### config.mk
export PLATFORM = sky130hd
export DESIGN_NAME = bram_dual_req_frontend
export DESIGN_NICKNAME = d
export VERILOG_FILES = /design/src/rtl/bram_dual_req_frontend.sv
export SDC_FILE = /design/constraint.sdc
export NUM_CORES = 1
export LEC_CHECK = 0
export ABC_CLOCK_PERIOD_IN_PS = 10600
export CELL_PAD_IN_SITES_DETAIL_PLACEMENT = 1
export CELL_PAD_IN_SITES_GLOBAL_PLACEMENT = 2
export CORE_AREA = 2 2 176 178
export CTS_BUF_LIST = sky130_fd_sc_hd__clkbuf_8
export DETAILED_ROUTE_END_ITERATION = 7
export DIE_AREA = 0 0 178 180
export PLACE_DENSITY_LB_ADDON = 0.1
export SETUP_SLACK_MARGIN = 0.02
export SYNTH_ARGS = -nofsm -noshare
export SYNTH_HDL_FRONTEND = slang
export SYNTH_SLANG_ARGS = --single-unit
### constraint.sdc
create_clock -name CLK -period 10.6 [get_ports CLK]
set_input_delay 2.12 -clock CLK [delete_from_list [all_inputs] [get_ports CLK]]
set_output_delay 2.12 -clock CLK [all_outputs]
set_load 0.01 [all_outputs]
### src/rtl/bram_dual_req_frontend.sv
// Valid/ready front-end for a true dual-port block RAM: port A has priority,
// port B stalls on same-address collisions involving a write, 2-entry response FIFOs.
module bram_rsp_lane #(
    parameter int DATA_WIDTH = 32
) (
    input  logic                  clk,
    input  logic                  rst,
    input  logic                  issue_rd,
    input  logic [DATA_WIDTH-1:0] ram_do,
    input  logic                  rsp_ready,
    output logic                  rsp_valid,
    output logic [DATA_WIDTH-1:0] rsp_data,
    output logic                  credit
);
    logic [DATA_WIDTH-1:0] slot0_q, slot0_d, slot1_q, slot1_d, head_s;
    logic                  rd_ptr_q, rd_ptr_d, wr_ptr_q, wr_ptr_d;
    logic [1:0]            occ_q, occ_d;
    logic                  infl_q, infl_d;
    logic                  push_s, pop_s;

    // Response path: bypass RAM data when empty, otherwise present the FIFO head.
    always_comb begin
        credit = ({1'b0, occ_q} + {2'b00, infl_q}) < 3'd2;
        head_s = rd_ptr_q ? slot1_q : slot0_q;
        push_s = 1'b0;
        pop_s  = 1'b0;
        if (occ_q == 2'd0) begin
            rsp_valid = infl_q & ~rst;
            rsp_data  = ram_do;
            push_s    = infl_q & ~rsp_ready;
        end else begin
            rsp_valid = ~rst;
            rsp_data  = head_s;
            pop_s     = rsp_ready;
            push_s    = infl_q;
        end
        if (push_s && !pop_s) begin
            occ_d = occ_q + 2'd1;
        end else if (pop_s && !push_s) begin
            occ_d = occ_q - 2'd1;
        end else begin
            occ_d = occ_q;
        end
        wr_ptr_d = push_s ? ~wr_ptr_q : wr_ptr_q;
        rd_ptr_d = pop_s ? ~rd_ptr_q : rd_ptr_q;
        slot0_d  = (push_s && !wr_ptr_q) ? ram_do : slot0_q;
        slot1_d  = (push_s && wr_ptr_q) ? ram_do : slot1_q;
        infl_d   = issue_rd;
    end

    // Lane state; a read in flight at reset is simply forgotten.
    always_ff @(posedge clk or posedge rst) begin
        if (rst) begin
            slot0_q  <= '0;
            slot1_q  <= '0;
            rd_ptr_q <= 1'b0;
            wr_ptr_q <= 1'b0;
            occ_q    <= 2'd0;
            infl_q   <= 1'b0;
        end else begin
            slot0_q  <= slot0_d;
            slot1_q  <= slot1_d;
            rd_ptr_q <= rd_ptr_d;
            wr_ptr_q <= wr_ptr_d;
            occ_q    <= occ_d;
            infl_q   <= infl_d;
        end
    end
endmodule

module bram_dual_req_frontend #(
    parameter int ADDR_WIDTH = 10,
    parameter int DATA_WIDTH = 32
) (
    input  logic                  CLK,
    input  logic                  RST,
    input  logic                  REQ_VALID_A,
    output logic                  REQ_READY_A,
    input  logic                  REQ_WE_A,
    input  logic [ADDR_WIDTH-1:0] REQ_ADDR_A,
    input  logic [DATA_WIDTH-1:0] REQ_DATA_A,
    output logic                  RSP_VALID_A,
    input  logic                  RSP_READY_A,
    output logic [DATA_WIDTH-1:0] RSP_DATA_A,
    output logic [ADDR_WIDTH-1:0] ADDR_A,
    output logic [DATA_WIDTH-1:0] DI_A,
    output logic                  WE_A,
    output logic                  RE_A,
    input  logic [DATA_WIDTH-1:0] DO_A,
    input  logic                  REQ_VALID_B,
    output logic                  REQ_READY_B,
    input  logic                  REQ_WE_B,
    input  logic [ADDR_WIDTH-1:0] REQ_ADDR_B,
    input  logic [DATA_WIDTH-1:0] REQ_DATA_B,
    output logic                  RSP_VALID_B,
    input  logic                  RSP_READY_B,
    output logic [DATA_WIDTH-1:0] RSP_DATA_B,
    output logic [ADDR_WIDTH-1:0] ADDR_B,
    output logic [DATA_WIDTH-1:0] DI_B,
    output logic                  WE_B,
    output logic                  RE_B,
    input  logic [DATA_WIDTH-1:0] DO_B,
    output logic [15:0]           CONFLICT_CNT
);
    logic        credit_a_s, credit_b_s, fire_a_s, fire_b_s, conflict_s;
    logic [15:0] cnt_q, cnt_d;

    // Request acceptance and RAM strobes; B yields whenever A touches the same word with a write.
    always_comb begin
        REQ_READY_A = ~RST & (REQ_WE_A | credit_a_s);
        fire_a_s    = REQ_VALID_A & REQ_READY_A;
        conflict_s  = fire_a_s & REQ_VALID_B & (REQ_ADDR_A == REQ_ADDR_B) & (REQ_WE_A | REQ_WE_B);
        REQ_READY_B = ~RST & (REQ_WE_B | credit_b_s) & ~conflict_s;
        fire_b_s    = REQ_VALID_B & REQ_READY_B;
        ADDR_A      = REQ_ADDR_A;
        DI_A        = REQ_DATA_A;
        WE_A        = fire_a_s & REQ_WE_A;
        RE_A        = fire_a_s & ~REQ_WE_A;
        ADDR_B      = REQ_ADDR_B;
        DI_B        = REQ_DATA_B;
        WE_B        = fire_b_s & REQ_WE_B;
        RE_B        = fire_b_s & ~REQ_WE_B;
        if (conflict_s && (cnt_q != 16'hFFFF)) begin
            cnt_d = cnt_q + 16'd1;
        end else begin
            cnt_d = cnt_q;
        end
    end

    // Saturating conflict-stall counter.
    always_ff @(posedge CLK or posedge RST) begin
        if (RST) begin
            cnt_q <= 16'd0;
        end else begin
            cnt_q <= cnt_d;
        end
    end

    assign CONFLICT_CNT = cnt_q;

    bram_rsp_lane #(.DATA_WIDTH(DATA_WIDTH)) u_lane_a (
        .clk(CLK), .rst(RST), .issue_rd(RE_A), .ram_do(DO_A), .rsp_ready(RSP_READY_A),
        .rsp_valid(RSP_VALID_A), .rsp_data(RSP_DATA_A), .credit(credit_a_s)
    );

    bram_rsp_lane #(.DATA_WIDTH(DATA_WIDTH)) u_lane_b (
        .clk(CLK), .rst(RST), .issue_rd(RE_B), .ram_do(DO_B), .rsp_ready(RSP_READY_B),
        .rsp_valid(RSP_VALID_B), .rsp_data(RSP_DATA_B), .credit(credit_b_s)
    );
endmodule
Word-level counts from Yosys, hierarchy flattened
Cells that the tools add are included.
{ "word_totals": {"regBits": 154, "inputBits": 156, "out_inout_bits": 172, "word_cells": 86} }
{ "op_classes": {"add_sub_neg": 7, "order_cmp": 2, "eq_ne": 2, "mux": 14, "bitwise_logic": 29, "reduce_logical": 19} }
{ "ops": {"columns": ["cell", "n"], "rows": [
  ["$mux W32", 4],
  ["$add A16 B1 Y16 const B", 1],
  ["$and A1 B1 Y1", 16],
  ["$ne A16 B16 Y1 const B", 1],
  ["$eq A10 B10 Y1", 1],
  ["$not A1 Y1", 10],
  ["$logic_and A1 B1 Y1", 9],
  ["$mux W2", 4],
  ["$add A2 B1 Y3", 2],
  ["$logic_not A1 Y1", 6],
  ["$lt A3 B2 Y1 const B", 2],
  ["$mux W1", 6],
  ["$add A2 B1 Y2 const B", 2],
  ["$logic_not A2 Y1", 2],
  ["$reduce_bool A2 Y1", 2],
  ["$sub A2 B1 Y2 const B", 2],
  ["$or A1 B1 Y1", 3]
]} }

Logic depth before layout (Yosys ltp)
{ "depth": {"depth_word": 12, "depth_mapped": 7, "depth_no_buf": 6} }

By module
From an unflattened synthesis, not the netlist that was laid out.
{ "hier_totals": {"hier_cells": 713, "hier_area_um2": 8431.8} }
{ "by_module_without_submodules": {"columns": ["module", "instances", "cells_each", "area_each_um2", "seq_area_each_um2"], "rows": [
  ["bram_rsp_lane", 2, 269, 3412.0, 1726.7],
  ["bram_dual_req_frontend", 1, 175, 1607.8, 400.4]
]} }

Least setup slack after synthesis
OpenSTA, ideal clock, no wires.
{ "synth_timing": {"kind": "in2out", "from": "in RST", "to": "out RE_B", "arrival_ps": 6862, "t_required_ps": 8480, "setup_slack_ps": 1618, "path_stages": 5, "n_path_buf": 0, "path_cell_list": "inv_1 > o211ai_1 > nor4_4 > or3b_2 > nor3b_1"} }
{ "synth_between": {"elab_chain_len": 10, "word_cells_on_any_way": 11, "classes_between": "bitwise: 11"} }
{ "synth_lines": {"columns": ["element", "line_no", "rtl"], "rows": [
  ["start: declaration", "76", "input logic RST,"],
  ["$not A1 Y1 *", "110, 113", null],
  ["$and A1 B1 Y1", "110", "REQ_READY_A = ~RST & (REQ_WE_A | credit_a_s);"],
  ["$and A1 B1 Y1", "111", "fire_a_s = REQ_VALID_A & REQ_READY_A;"],
  ["$and A1 B1 Y1 (3 in series)", "112", "conflict_s = fire_a_s & REQ_VALID_B & (REQ_ADDR_A == REQ_ADDR_B) & (REQ_WE_A | REQ_WE_B);"],
  ["$not A1 Y1", "113", "REQ_READY_B = ~RST & (REQ_WE_B | credit_b_s) & ~conflict_s;"],
  ["$and A1 B1 Y1 *", "113", null],
  ["$and A1 B1 Y1 *", "114", "fire_b_s = REQ_VALID_B & REQ_READY_B;"],
  ["$and A1 B1 Y1 *", "122", "RE_B = fire_b_s & ~REQ_WE_B;"],
  ["end: declaration", "101", "output logic RE_B,"]
]} }
Mark *: on every way between the ends. The rest lies on a longest branch, timed or not.

Worst setup path in the final report
Same ends and word-level chain as after synthesis.

==> load_flow_metrics.sql <==
INSERT INTO impl_metrics (metric_group, metric, value, unit) VALUES
('logic_synthesis', 'post-synth-top-area-fraction', '0.478', ''),
('detailed_routing', 'drtPass1Iterations', '6', ''),
('finish', 'finish.net_count', '978', ''),
('clock_network', 'clkLatencyLatePin', '0.46', 'ns'),
('power', 'power_switching_share', '0.353', ''),
('logic_synthesis', 'synthesis.nets', '875', ''),
('logic_synthesis', 'postSynthAreaPerCell', '11.2', 'µm²'),
('power', 'internal_power', '1640', 'µW'),
('sta', 'final_critical_path_required_period', '7.39', 'ns'),
('worst_setup_path', 'crit_buf_inv', '3', ''),
('logic_synthesis', 'synth.area.top_cells', 'dfrtp_1 48%, mux2_2 18%, mux2i_1 7.9%, buf_4 7.8%, o21ai_0 4.2%', ''),
('worst_setup_path', 'timing.critical_path.slowest_stage_cell', 'nor4_4', ''),
('detailed_routing', 'dr.first_iter.drc_count', '184', ''),
('logic_synthesis', 'yosysWarnings', '0', ''),
('logic_synthesis', 'yosys-top-cells-count', '154 x dfrtp_1, 129 x mux2_2, 84 x buf_4, 71 x nand2_1, 67 x o21ai_0', ''),
('worst_setup_path', 'startpoint_type', 'input pin', ''),
('place', 'io_buffers', '199', ''),
('clock_network', 'clock-root-buffer', 'clkbuf_8', ''),
('grt', 'first_global_vias', '6404', ''),
('worst_setup_path', 'cp.arrival', '5.27', 'ns'),
('sta', 'setup_repair_after_global_routing_missed_its_margin', 'no', ''),
('logic_synthesis', 'synth_top_cell_by_area', 'dfrtp_1', ''),
('grt', 'first_pass_grt_wire_length', '35.4', 'mm'),
('floorplan', 'ios', '328', ''),
('grt', 'number_of_antenna_violations_at_the_first_check_in_global_routing', '1', ''),
('power', 'netSwitchingPower', '892', 'µW'),
('detailed_routing', 'routed_wirelength', '22.1', 'mm'),
('sta', 'max_freq', '0.135', 'GHz'),
('sta', 'max-slew-margin-rel', '0.250', ''),
('finish', 'drive_above_1_share', '0.221', ''),
('floorplan', 'core', '30200', 'µm²'),
('logic_synthesis', 'synth.cell_area', '8070', 'µm²'),
('logic_synthesis', 'yosys_register_bits', '154', ''),
('grt', 'largest_net_degree_at_the_start_of_global_routing', '71', ''),
('clock_network', 'cts_buffers', '17', ''),
('sta', 'max_slew.worst_pin.slew', '1.12', 'ns'),
('clock_network', 'cts_tree', 'done', ''),
('sta', 'period_utilization', '0.697', ''),
('sta', 'fin_hold_ws', '0.511', 'ns'),
('clock_network', 'hold_bufs_inserted_after_cts', '0', ''),
('status', 'outcome', 'finished clean', ''),
('finish', 'layout-area-overhead-vs-synth', '26.7', '%'),
('worst_setup_path', 'critical_path.top_delay_family', 'buffers and inverters', ''),
('sta', 'setup_viol', '0', ''),
('grt', 'gr-total-overflow', '0', ''),
('logic_synthesis', 'synthDistinctLibCells', '34', ''),
('logic_synthesis', 'synth_flop_type', 'dfrtp_1', ''),
('worst_setup_path', 'crit_path_max_incr_delay', '0.94', 'ns'),
('worst_setup_path', 'worst_path_most_repeated_cell', 'clkdlybuf4s50_1', ''),
('power', 'static_leakage_power', '0.00433', 'µW'),
('power', 'clock_power_share', '0.168', ''),
('power', 'combinationalPowerShare', '0.417', ''),
('detailed_routing', 'routed-via-count', '5642', ''),
('worst_setup_path', 'critical_path_class', 'input pin to output pin', ''),
('finish', 'multi_input_comb_area', '3470', 'µm²'),
('power', 'vdd.ir_drop.worst', '0.0843', 'mV'),
('sta', 'fin_worst_skew', '0.0194', 'ns'),
('finish', 'final.fill_count', '3285', ''),
('finish', 'seq_area', '3860', 'µm²'),
('logic_synthesis', 'number_of_standard_cells_after_synthesis', '718', ''),
('clock_network', 'clock-sinks', '154', ''),
('detailed_routing', 'routed_via_density', '4.58', ''),
('hold_path', 'hold_path_class', 'register to register', ''),
('floorplan', 'placementRows', '64', ''),
('detailed_routing', 'drc_errors_left', '0', ''),
('logic_synthesis', 'synth_edf_count', '0', ''),
('floorplan', 'initial_core_util', '0.267', ''),
('worst_setup_path', 'crit_path_max_fo', '70', ''),
('clock_network', 'clockBufferDepth', '2', ''),
('worst_setup_path', 'cp.required', '8.48', 'ns'),
('clock_network', 'cts.reportedPaths.clkPinSlew', '0.08', 'ns');
cell usage in the layout (no fill, tap or decap), types with 2 or more instances in the layout:
master,Yosys,final
a21oi_1,6,6
nor3b_1,2,2
mux2i_1,64,64
nand3_1,11,10
nand2_1,71,71
nand4_1,11,11
and4_1,3,3
nor2_1,21,17
and3_1,5,5
a211oi_1,2,2
xor2_1,4,4
clkinvlp_4,0,2
inv_8,0,4
clkbuf_8,0,17
nor2b_1,7,7
dfrtp_1,154,152
or2_2,4,4
o21ai_0,67,67
inv_6,0,7
nor2_4,0,4
dfrtp_2,0,2
mux2_2,129,129
clkdlybuf4s50_1,0,199
xnor2_1,23,23
clkinv_2,0,3
buf_4,84,5
state kept, by name, indices dropped and copies added, names as in the netlist, 2 cells and up:
signal	flops
u_lane_a.slot0_q	32
u_lane_a.slot1_q	32
u_lane_a.occ_q	2
u_lane_b.occ_q	2
u_lane_b.slot1_q	32
CONFLICT_CNT	16
u_lane_b.slot0_q	32
final timing paths:
check / cells after the start / endpoint / startpoint / slack (ns)
min in group asynchronous: 2 / CONFLICT_CNT[9]$_DFFE_PP0P_ / RST / 2.25
max in group asynchronous: 3 / u_lane_a.rd_ptr_q$_DFFE_PP0P_ / RST / 7.18
worst min register to register: 1 / u_lane_b.slot0_q[24]$_DFFE_PP0P_ / u_lane_b.slot0_q[24]$_DFFE_PP0P_ / 0.51
worst max register to register: 6 / u_lane_a.slot0_q[2]$_DFFE_PP0P_ / u_lane_a.occ_q[0]$_DFFE_PP0P_ / 7.98
worst min-delay path: 1 / u_lane_b.slot0_q[24]$_DFFE_PP0P_ / u_lane_b.slot0_q[24]$_DFFE_PP0P_ / 0.51
worst max-delay path: 7 / RE_B / RST / 3.21
through the flow:
stage / setup WS (ns) / total power, µW / area, µm² / std cells
final: 3.21 / 2530 / 10200 / 1231
after global routing: 2.88 / 2730 / 10200 / 1231
after detailed placement: 3.14 / 2140 / 9860 / 1198
after CTS: 3.13 / 2580 / 10200 / 1230
after floorplan: 1.62 / 1650 / 8070 / 718
after global placement: 3.19 / 2090 / 9860 / 1198
per-layer routing:
metal | GRT usage | part of all wire | vias to the layer above
li1 | - | - | 2607
met5 | 0 | 0 | -
met3 | 0.0446 | 0.068 | 38
met2 | 0.234 | 0.49 | 170
met4 | 0.0430 | 0.014 | 0
met1 | 0.172 | 0.43 | 2827
cells by family (layout without fill, tap and decap cells):
| group | count (synthesis) | after routing | share of synthesized area |
|---|---|---|---|
| muxes | 193 | 193 | 0.259 |
| other | 0 | 1 | 0 |
| and+or+nand+nor | 144 | 144 | 0.0867 |
| xor gates and xnor gates | 27 | 27 | 0.0293 |
| adders and majority gates | 1 | 1 | 0.00155 |
| AOI/OAI and AO/OA | 77 | 77 | 0.0488 |
| DFF | 154 | 154 | 0.478 |
| buffers and inverters | 122 | 238 | 0.0967 |
layout make-up:
cell class | instances | share of cell area
diodes | 1 | 0.000245
clock buffers | 17 | 0.0229
clock inverters | 15 | 0.0125
inverters | 2 | 0.00122
multi-input cells | 442 | 0.339
flip-flops and latches | 154 | 0.377
well taps | 396 | 0.0484
repair buffers | 204 | 0.198
power by group through the flow:
stage          clock, µW  combinational, µW  sequential (µW)
3_3_place_gp           0               1050             1040
2_1_floorplan          0                709              944
5_1_grt              472               1160             1090
4_1_cts              449               1080             1050
3_5_place_dp           0               1080             1070
6_report             426               1060             1050
worst reg2reg max path: stages, from the launching register on:
cell,delay (ns)
dfrtp_1,0.51
nor2_4,0.06
buf_4,0.31
nand2_1,0.19
nand2_1,0.13
nor2_4,0.86
mux2_2,0.44
Note: power is estimated with default switching activity, not from simulation.
